--- config.mk ---
export PLATFORM = sky130hd
export DESIGN_NAME = bank_reader
export DESIGN_NICKNAME = d
export VERILOG_FILES = /design/src/rtl/bank_pkg.sv /design/src/rtl/bank_reader_ind_sequencer.sv /design/src/rtl/bank_reader.sv
export SDC_FILE = /design/constraint.sdc
export NUM_CORES = 1
export LEC_CHECK = 0
export CAP_MARGIN = 20
export CORE_MARGIN = 2
export CORE_UTILIZATION = 24
export CTS_CLUSTER_DIAMETER = 200
export DETAILED_ROUTE_END_ITERATION = 16
export PLACE_DENSITY = 0.78
export SLEW_MARGIN = 40
export SYNTH_ARGS = -nofsm -noshare
export SYNTH_HDL_FRONTEND = slang
export SYNTH_SLANG_ARGS = --single-unit
--- constraint.sdc ---
create_clock -name clock -period 2.1 [get_ports clock]
set_input_delay 0.63 -clock clock [delete_from_list [all_inputs] [get_ports clock]]
set_output_delay 0.63 -clock clock [all_outputs]
set_load 0.05 [all_outputs]
--- src/rtl/bank_pkg.sv ---
// Shared definitions for the bank register read/sequencing path: FSM encoding,
// the two indirect-indexed opcodes that switch banks, and the register addresses.
package bank_pkg;

   typedef enum logic [2:0] {
      IDLE = 3'd0,
      ZP   = 3'd1,
      PLO  = 3'd2,
      PHI  = 3'd3,
      IND  = 3'd4
   } state_t;

   localparam logic [7:0] OP_LDA_INDY = 8'hB1;
   localparam logic [7:0] OP_STA_INDY = 8'h91;

   localparam int unsigned ADDR_EXEC_BANK = 0;
   localparam int unsigned ADDR_IND_BANK  = 1;

endpackage

--- src/rtl/bank_reader_ind_sequencer.sv ---
// Tracks (zp),Y opcode sequences; ind_active rises in cycle 5 after the opcode fetch.
// Stalled read cycles (rdy low) hold state; write cycles always advance.
module ind_sequencer
   import bank_pkg::*;
(
   input  logic       clock,
   input  logic       reset,
   input  logic       rdy,
   input  logic       sync,
   input  logic       rw,
   input  logic [7:0] data_in,
   output logic       ind_active
);

   state_t state;
   state_t state_nxt;
   logic   adv;
   logic   op_hit;

   always_ff @(negedge clock or posedge reset) begin
      if (reset) begin
         state <= IDLE;
      end else begin
         state <= state_nxt;
      end
   end

   always_comb begin
      adv        = rdy | ~rw;
      op_hit     = (data_in == OP_LDA_INDY) || (data_in == OP_STA_INDY);
      state_nxt  = state;
      // Combinational on sync so the bank drops during the next opcode fetch itself.
      ind_active = (state == IND) & ~sync;

      if (adv) begin
         if (sync) begin
            state_nxt = op_hit ? ZP : IDLE;
         end else begin
            case (state)
               ZP:      state_nxt = PLO;
               PLO:     state_nxt = PHI;
               PHI:     state_nxt = IND;
               default: state_nxt = state;
            endcase
         end
      end
   end

endmodule

--- src/rtl/bank_reader.sv ---
// Bank register readback at $0000/$0001 and A19..A16 bank selection; readback is
// combinational, bank switch follows ind_sequencer; rdy low stalls read cycles only.
module bank_reader
   import bank_pkg::*;
#(
   parameter int                      BANK_WIDTH = 4,
   parameter int                      ADDR_WIDTH = 16,
   parameter logic [BANK_WIDTH-1:0]   RESET_BANK = 4'hF,
   parameter logic [7-BANK_WIDTH:0]   PAD        = 4'h0
)(
   input  logic                  clock,
   input  logic                  reset,
   input  logic                  rdy,
   input  logic                  sync,
   input  logic                  rw,
   input  logic [ADDR_WIDTH-1:0] addr,
   input  logic [7:0]            data_in,
   input  logic [BANK_WIDTH-1:0] exec_bank,
   input  logic [BANK_WIDTH-1:0] ind_bank,
   output logic [7:0]            data_out,
   output logic                  data_oe,
   output logic                  ind_active,
   output logic [BANK_WIDTH-1:0] bank_out
);

   ind_sequencer u_seq (
      .clock      (clock),
      .reset      (reset),
      .rdy        (rdy),
      .sync       (sync),
      .rw         (rw),
      .data_in    (data_in),
      .ind_active (ind_active)
   );

   always_comb begin
      data_oe  = rw & ((addr == ADDR_WIDTH'(ADDR_EXEC_BANK)) |
                       (addr == ADDR_WIDTH'(ADDR_IND_BANK)));
      data_out = 8'h00;
      if (data_oe) begin
         data_out = addr[0] ? {PAD, ind_bank} : {PAD, exec_bank};
      end
   end

   assign bank_out = ind_active ? ind_bank : exec_bank;

endmodule

======== Word-level counts from Yosys, hierarchy flattened ========
Cells that the tools add are included.
Widths: inputs -> output; s select.
word-level totals
  flip-flop bits (word level) ............. 3
  output and inout port bits .............. 14
  word-level logic and storage cells ...... 24
operators by class
  equal/unequal tests ..................... 7
  multiplexer cells ....................... 6
  bitwise gates (word level) .............. 6
  reduce and logical (&&, ||, !) cells .... 4
operator list
  operator             number
  $eq 16x1->1 const B  1
  $eq 8x8->1 const B   2
  $logic_not 16->1     1
  $mux 4               3
  $pmux 3 s3           1
  $eq 3x2->1 const B   2
  $reduce_bool 4->1    1
  $eq 3x1->1 const B   1
  $eq 3x3->1 const B   1
  $mux 3               1
  $and 1x1->1          2
  $not 1->1            2
  $or 1x1->1           2
  $reduce_and 2->1     1
  $logic_or 1x1->1     1
  $mux 1               1

======== Logic depth before layout (Yosys ltp) ========
  word-level depth ........................ 4
  gate-level depth with buffers ........... 3
  depth with buffers taken out ............ 3

======== Cells and area by module ========
Synthesis repeated with hierarchy kept, for this count alone.
second synthesis, totals
  cells, all modules ...................... 47
  area total of the unflattened synthesis .. 414.1 µm²
by module, submodules not included
  module         times used  cells an instance  area an instance (µm²)
  bank_reader    1           24                 215.2
  ind_sequencer  1           23                 198.9

==> out/results.ini <==
[setup_path]
crit_path_end_kind = output pin
rrSetupSlack_ps = 900
cp-startpoint = u_seq.state[1]
startpoint_type = flip-flop
reg2reg_depth = 4
cpPeakStageDelay_ps = 360
r2r-end = u_seq.state[0]
worstPathMaxFanout = 5
reg2reg_from = u_seq.state[0]
critPathKind = reg -> out
arrival_ps = 2560
cp_common_cell = buf_6
crit_slowest_cell = dfrtn_1
critical_path_required_ps = 1470
crit_chain = nor4b_4 -> buf_6 -> mux2_4 -> buf_6

[yosys]
yosys.area_share.adder_pct = 0
synth_top_family_by_area = simple AND/OR/NAND/NOR gates
synth_compound_area_share_pct = 12.5
synthesis.area_um2 = 380
synth-xor-area-share_pct = 0
syn_area_per_cell_um2 = 8.45
ys_types = 23
synthCells = 45
synthSimpleGateAreaFrac_pct = 32.6
yosys_warnings = 0
yosysSeqAreaShare_pct = 19.7
ys_ff_latch = 3
synthMuxAreaShare_pct = 22.4

[die]
core_um2 = 1490
start_util_pct = 25.5
std_cell_rows = 14
dieWidth_um = 43.8
io_pins = 51
floorplan.die_area_um2 = 1920
die_h_um = 43.8

[layout]
area_growth_pct = 189
nFillCells = 116
drive_above_1_share_pct = 65.3
post-route-util_pct = 73.9
largest_register_ffs = 3
layout.cells.non_filler = 117
top_register = u_seq.state
reg_top3 = u_seq.state x3
nets = 139
antenna_cells = 0

[power]
power_density_nw_per_um2 = 325
p_seq_share_pct = 19.1
swShare_pct = 35.4
p_comb_share_pct = 51.1
clkPwrFrac_pct = 29.9
ir_worst_vdd_mv = 0.217
internal_power_mw = 0.231
power.switching_mw = 0.127
p_leak_nw = 0.489

[clock_tree]
cts_inserted_buffers = 3
cts_max_level = 1
cts_sinks = 3
root_buffer = clkbuf_4
clkTransAtPathRegs_ps = 30
clkLatencyLatePin_ps = 260
cts_tree = built
cts.path.max_buffers = 2

[global_route]
grt_use_total_pct = 17.1
grt_pass1_vias = 583
grt_start_max_net_pins = 7
antenna_found_initial = 0
overflow = 0
grt_first_pass_wirelength_um = 2370

[sta]
finalWorstSetupSlack_ps = -1090
finalHoldViolations = 0
setup_viol = 9
fin_worst_skew_ps = 3.32
slew_violations = 0
rsz0062_at_grt = true

[route]
vias = 565
firstDrtPassIters = 4
detail-route-antenna-nets = 0
drt_iter0_drc = 4
drt_wl_total_um = 1510
wl_per_cell_um = 12.9
drc_errors = 0
viasPerCell = 4.83

[placement]
post-place-ws_ps = -871
gp_congestion = 0.748
post-dp-hpwl_um = 1120
dp_cells = 110
portBuffers = 45

[outcome]
status = complete, but fails checks
violations = setup timing

[worst_hold_path]
worstHoldEndpoint = u_seq.state[1]
hp-start = u_seq.state[1]
min_path_cells = 2
hold_path.class = reg -> reg

[run]
drv_cap = 0

## layout by cell type (no fill, tap or decap), drive strengths merged
cell type,instances
a21oi,1
a31oi,1
a32o,1
a32oi,1
and2b,1
buf,37
clkbuf,5
clkdlybuf4s15,4
clkdlybuf4s50,6
conb,4
dfrtn,3
dlygate4sd2,6
inv,3
mux2,4
mux2i,4
nand2b,1
nand4,2
nor2,5
nor2b,2
nor3,1
nor4,3
nor4b,2
nor4bb,1
o21ai,2
o21bai,1
## what timing repair did
action                                  4_1_cts  5_1_grt
hold buffers                                  0        0
setup buffers                                 2        1
pin swaps                                    10        6
endpoints found under the setup margin       13       11
gates resized for setup                     114        4
## cell usage after synthesis
library cell,number,area (µm²)
mux2i_1,4,40.0
nor4bb_1,1,10.0
a21oi_1,1,5.00
nand4_1,2,12.5
nor2b_1,2,12.5
clkbuf_1,1,3.75
buf_4,4,30.0
nor3_1,1,5.00
dfrtn_1,3,75.1
inv_1,3,11.3
nor4_1,3,18.8
a31oi_1,1,6.26
nor4b_1,1,8.76
and2b_1,1,7.51
o21bai_1,1,7.51
nand2b_1,1,6.26
a32o_1,1,10.0
o21ai_0,2,10.0
mux2_2,4,45.0
a32oi_1,1,8.76
conb_1,1,3.75
nor4b_4,1,23.8
nor2_1,5,18.8
## worst max-delay path: cells and delay by family (launching register included)
family / cells / cell delay, ps
flops: 1 / 360
buf+inv: 2 / 310
simple gates: 1 / 270
mux: 1 / 300
## per-layer routing
layer  routed length, µm  vias up  global-route usage, %
li1                    -      271                      -
met1                 515      251                   17.8
met2                 837       38                   31.8
met3                 119        5                   3.33
met4                  32        0                   9.09
met5                   0        -                      0
## power groups by stage
stage,clock network [mW],logic [mW],registers (mW)
finish,0.107,0.183,0.0682
global route,0.117,0.192,0.0686
CTS,0.109,0.179,0.0682
detailed placement,0,0.177,0.0689
global placement,0,0.173,0.0686
floorplan,0,0.0820,0.0714
## final cells by class
class                      instances  area (µm²)  area share [%]
clock buffer                       4        26.3            2.39
multi-input combinational         37         409            37.2
tap                               16        20.0            1.82
inverter                           3        13.8            1.25
timing repair buffer              54         557            50.6
sequential                         3        75.1            6.82
## worst max path at each step
| stage | slack, ps | cells after the start | to |
|---|---|---|---|
| global route | -1120 | 4 | bank_out[0] |
| finish | -1090 | 4 | bank_out[0] |
| global placement | -860 | 4 | bank_out[0] |
| floorplan | -1280 | 2 | bank_out[0] |
| CTS | -1090 | 4 | bank_out[0] |
| detailed placement | -870 | 4 | bank_out[2] |
## per-stage QoR
stage / setup TNS [ps] / power, mW / hold slack, ps / cell area [µm²]
after floorplan: -7220 / 0.153 / 535 / 495
after global placement: -8050 / 0.242 / 603 / 1030
after detailed placement: -8150 / 0.245 / 619 / 1030
after CTS: -5460 / 0.357 / 615 / 1080
after global routing: -6140 / 0.378 / 646 / 1100
final: -5520 / 0.358 / 635 / 1100
## cell families after synthesis
logic type,after synthesis
simple gates,18
mux,8
buf+inv,8
compound gates,7
flops,3
other cells,1
No activity file was read; power rests on OpenSTA's default activity.
==> variant (same flow settings) <==
Change the parameter `BANK_WIDTH` from 4 to 6.
--- a/src/rtl/bank_reader.sv
+++ b/src/rtl/bank_reader.sv
@@ -3,7 +3,7 @@
 module bank_reader
    import bank_pkg::*;
 #(
-   parameter int                      BANK_WIDTH = 4,
+   parameter int                      BANK_WIDTH = 6,
    parameter int                      ADDR_WIDTH = 16,
    parameter logic [BANK_WIDTH-1:0]   RESET_BANK = 4'hF,
    parameter logic [7-BANK_WIDTH:0]   PAD        = 4'h0
Ports: changed (resized bank_out, exec_bank and ind_bank); port bits go from 51 to 57. No check against the original RTL was run, so the function may have changed too.
==> variant against the original RTL <==
The run still ends with negative setup slack left. Critical path type unchanged. Wire length grew 46%. Power is 12% higher. Hold slack better by 45 ps. Area after synthesis grew 9.2%. Sequential cell count is the same. First-iteration DRC count stayed put. Synthesized cell count up 8.9%. Die area increased by 8.4%. Critical endpoint is now bank_out[3]. Via count up 16%. Non-clock buffer count increased by 9. Design area grew 21%. Sequential share of layout area decreased by 1.2 points. Worst setup slack got worse by 55 ps. Clock skew hardly changed.
==> variant: results (changes against the original RTL) <==
stage,metric,value,unit,change
outcome,outcome,finished with violations,,unchanged
outcome,failing checks,negative setup slack,,unchanged
grt,first-pass GRT wire length,3.33,mm,was 2.37 mm
sta,setup TNS,-8510,ps,was -5520 ps
detailed_routing,met3 WL post-DR,152,um,was 119 um
grt,overall fraction of global-route tracks in use,22.6,%,was 17.1%
cells_and_area,Signal buffers,63,,was 54
grt,met3 Usage GRT,3.17,%,was 3.33%
logic_synthesis,register area share after synthesis,18.1,%,was 19.7%
cells_and_area,multi-input logic cell count,41,,was 37
grt,met2 usage in global routing,41.4,%,was 31.8%
grt,vias in the first global route,708,,was 583
cells_and_area,final cell count without fillers,131,,was 117
placement,Placed Area,1190,um^2,was 1030 um^2
sta,setup ws final,-1140,ps,was -1090 ps
detailed_routing,vias per inst,5.02,,was 4.83
hold_path,Hold Path Stages,3,,was 2
logic_synthesis,Synth Warn #,0,,unchanged
logic_synthesis,"Avg Cell Area, Syn",8.48,um^2,was 8.45 um^2
power_and_ir_drop,Psw,141,uW,was 127 uW
cells_and_area,share of cells above drive strength 1,61.4,%,was 65.3%
cells_and_area,clk cell area share,1.97,%,was 2.39%
cells_and_area,fraction of area in non-clock buffers,53.1,%,was 50.6%
die,n_taps,17,,was 16
placement,I/O Buffers,53,,was 45
worst_setup_path,Critical Path Fanout Max,7,,was 5
logic_synthesis,most instantiated cells after synthesis,"nor2_1, mux2_2, mux2i_1",,"was nor2_1, buf_4, mux2_2, mux2i_1"
cells_and_area,fillcell total,98,,was 116
placement,hpwl dp,1.51,mm,was 1.12 mm
detailed_routing,WL final,2.19,mm,was 1.51 mm
clock_network,post-cts gate resize count,116,,was 114
sta,Finish-stage setup viols,14,,was 9
placement,Placement Setup Slack,-960,ps,was -871 ps
power_and_ir_drop,VDD IR max,0.245,mV,was 0.217 mV
power_and_ir_drop,Pleak,0.000583,uW,was 0.000489 uW
cells_and_area,multi-input logic area,488,um^2,was 409 um^2
clock_network,# Post-CTS Setup Buffers,3,,was 2
placement,placed cells,124,,was 110
grt,largest net degree at the start of global routing,8,,was 7
detailed_routing,first-pass iteration count of the detailed router,3,,was 4
detailed_routing,Metal-1 WL,749,um,was 515 um
-- variant: path summary, 6_finish.rpt --
path | startpoint | endpoint | slack (ps)
worst max register to register | u_seq.state[0] | u_seq.state[0] | 870
worst max-delay path | u_seq.state[1] | bank_out[3] | -1140
min in group asynchronous | reset | u_seq.state[1] | 1510
max in group asynchronous | reset | u_seq.state[2] | 420
worst min-delay path | u_seq.state[2] | u_seq.state[2] | 680
worst min register to register | u_seq.state[2] | u_seq.state[2] | 680
-- variant: power groups by stage --
stage | Sequential [uW] | Combinational (uW) | Clock (uW)
final | 69.0 | 227 | 104
after global routing | 69.3 | 239 | 111
after CTS | 68.8 | 213 | 103
after detailed placement | 69.4 | 199 | 0
after global placement | 68.6 | 195 | 0
after floorplan | 71.4 | 84.1 | 0
-- variant: logic make-up after synthesis --
family	synth area share [%]
multiplexers	30.7
other	0.903
AO/OA/AOI/OAI	11.4
buffers and inverters	7.23
flip-flops	18.1
AND/OR/NAND/NOR	31.6
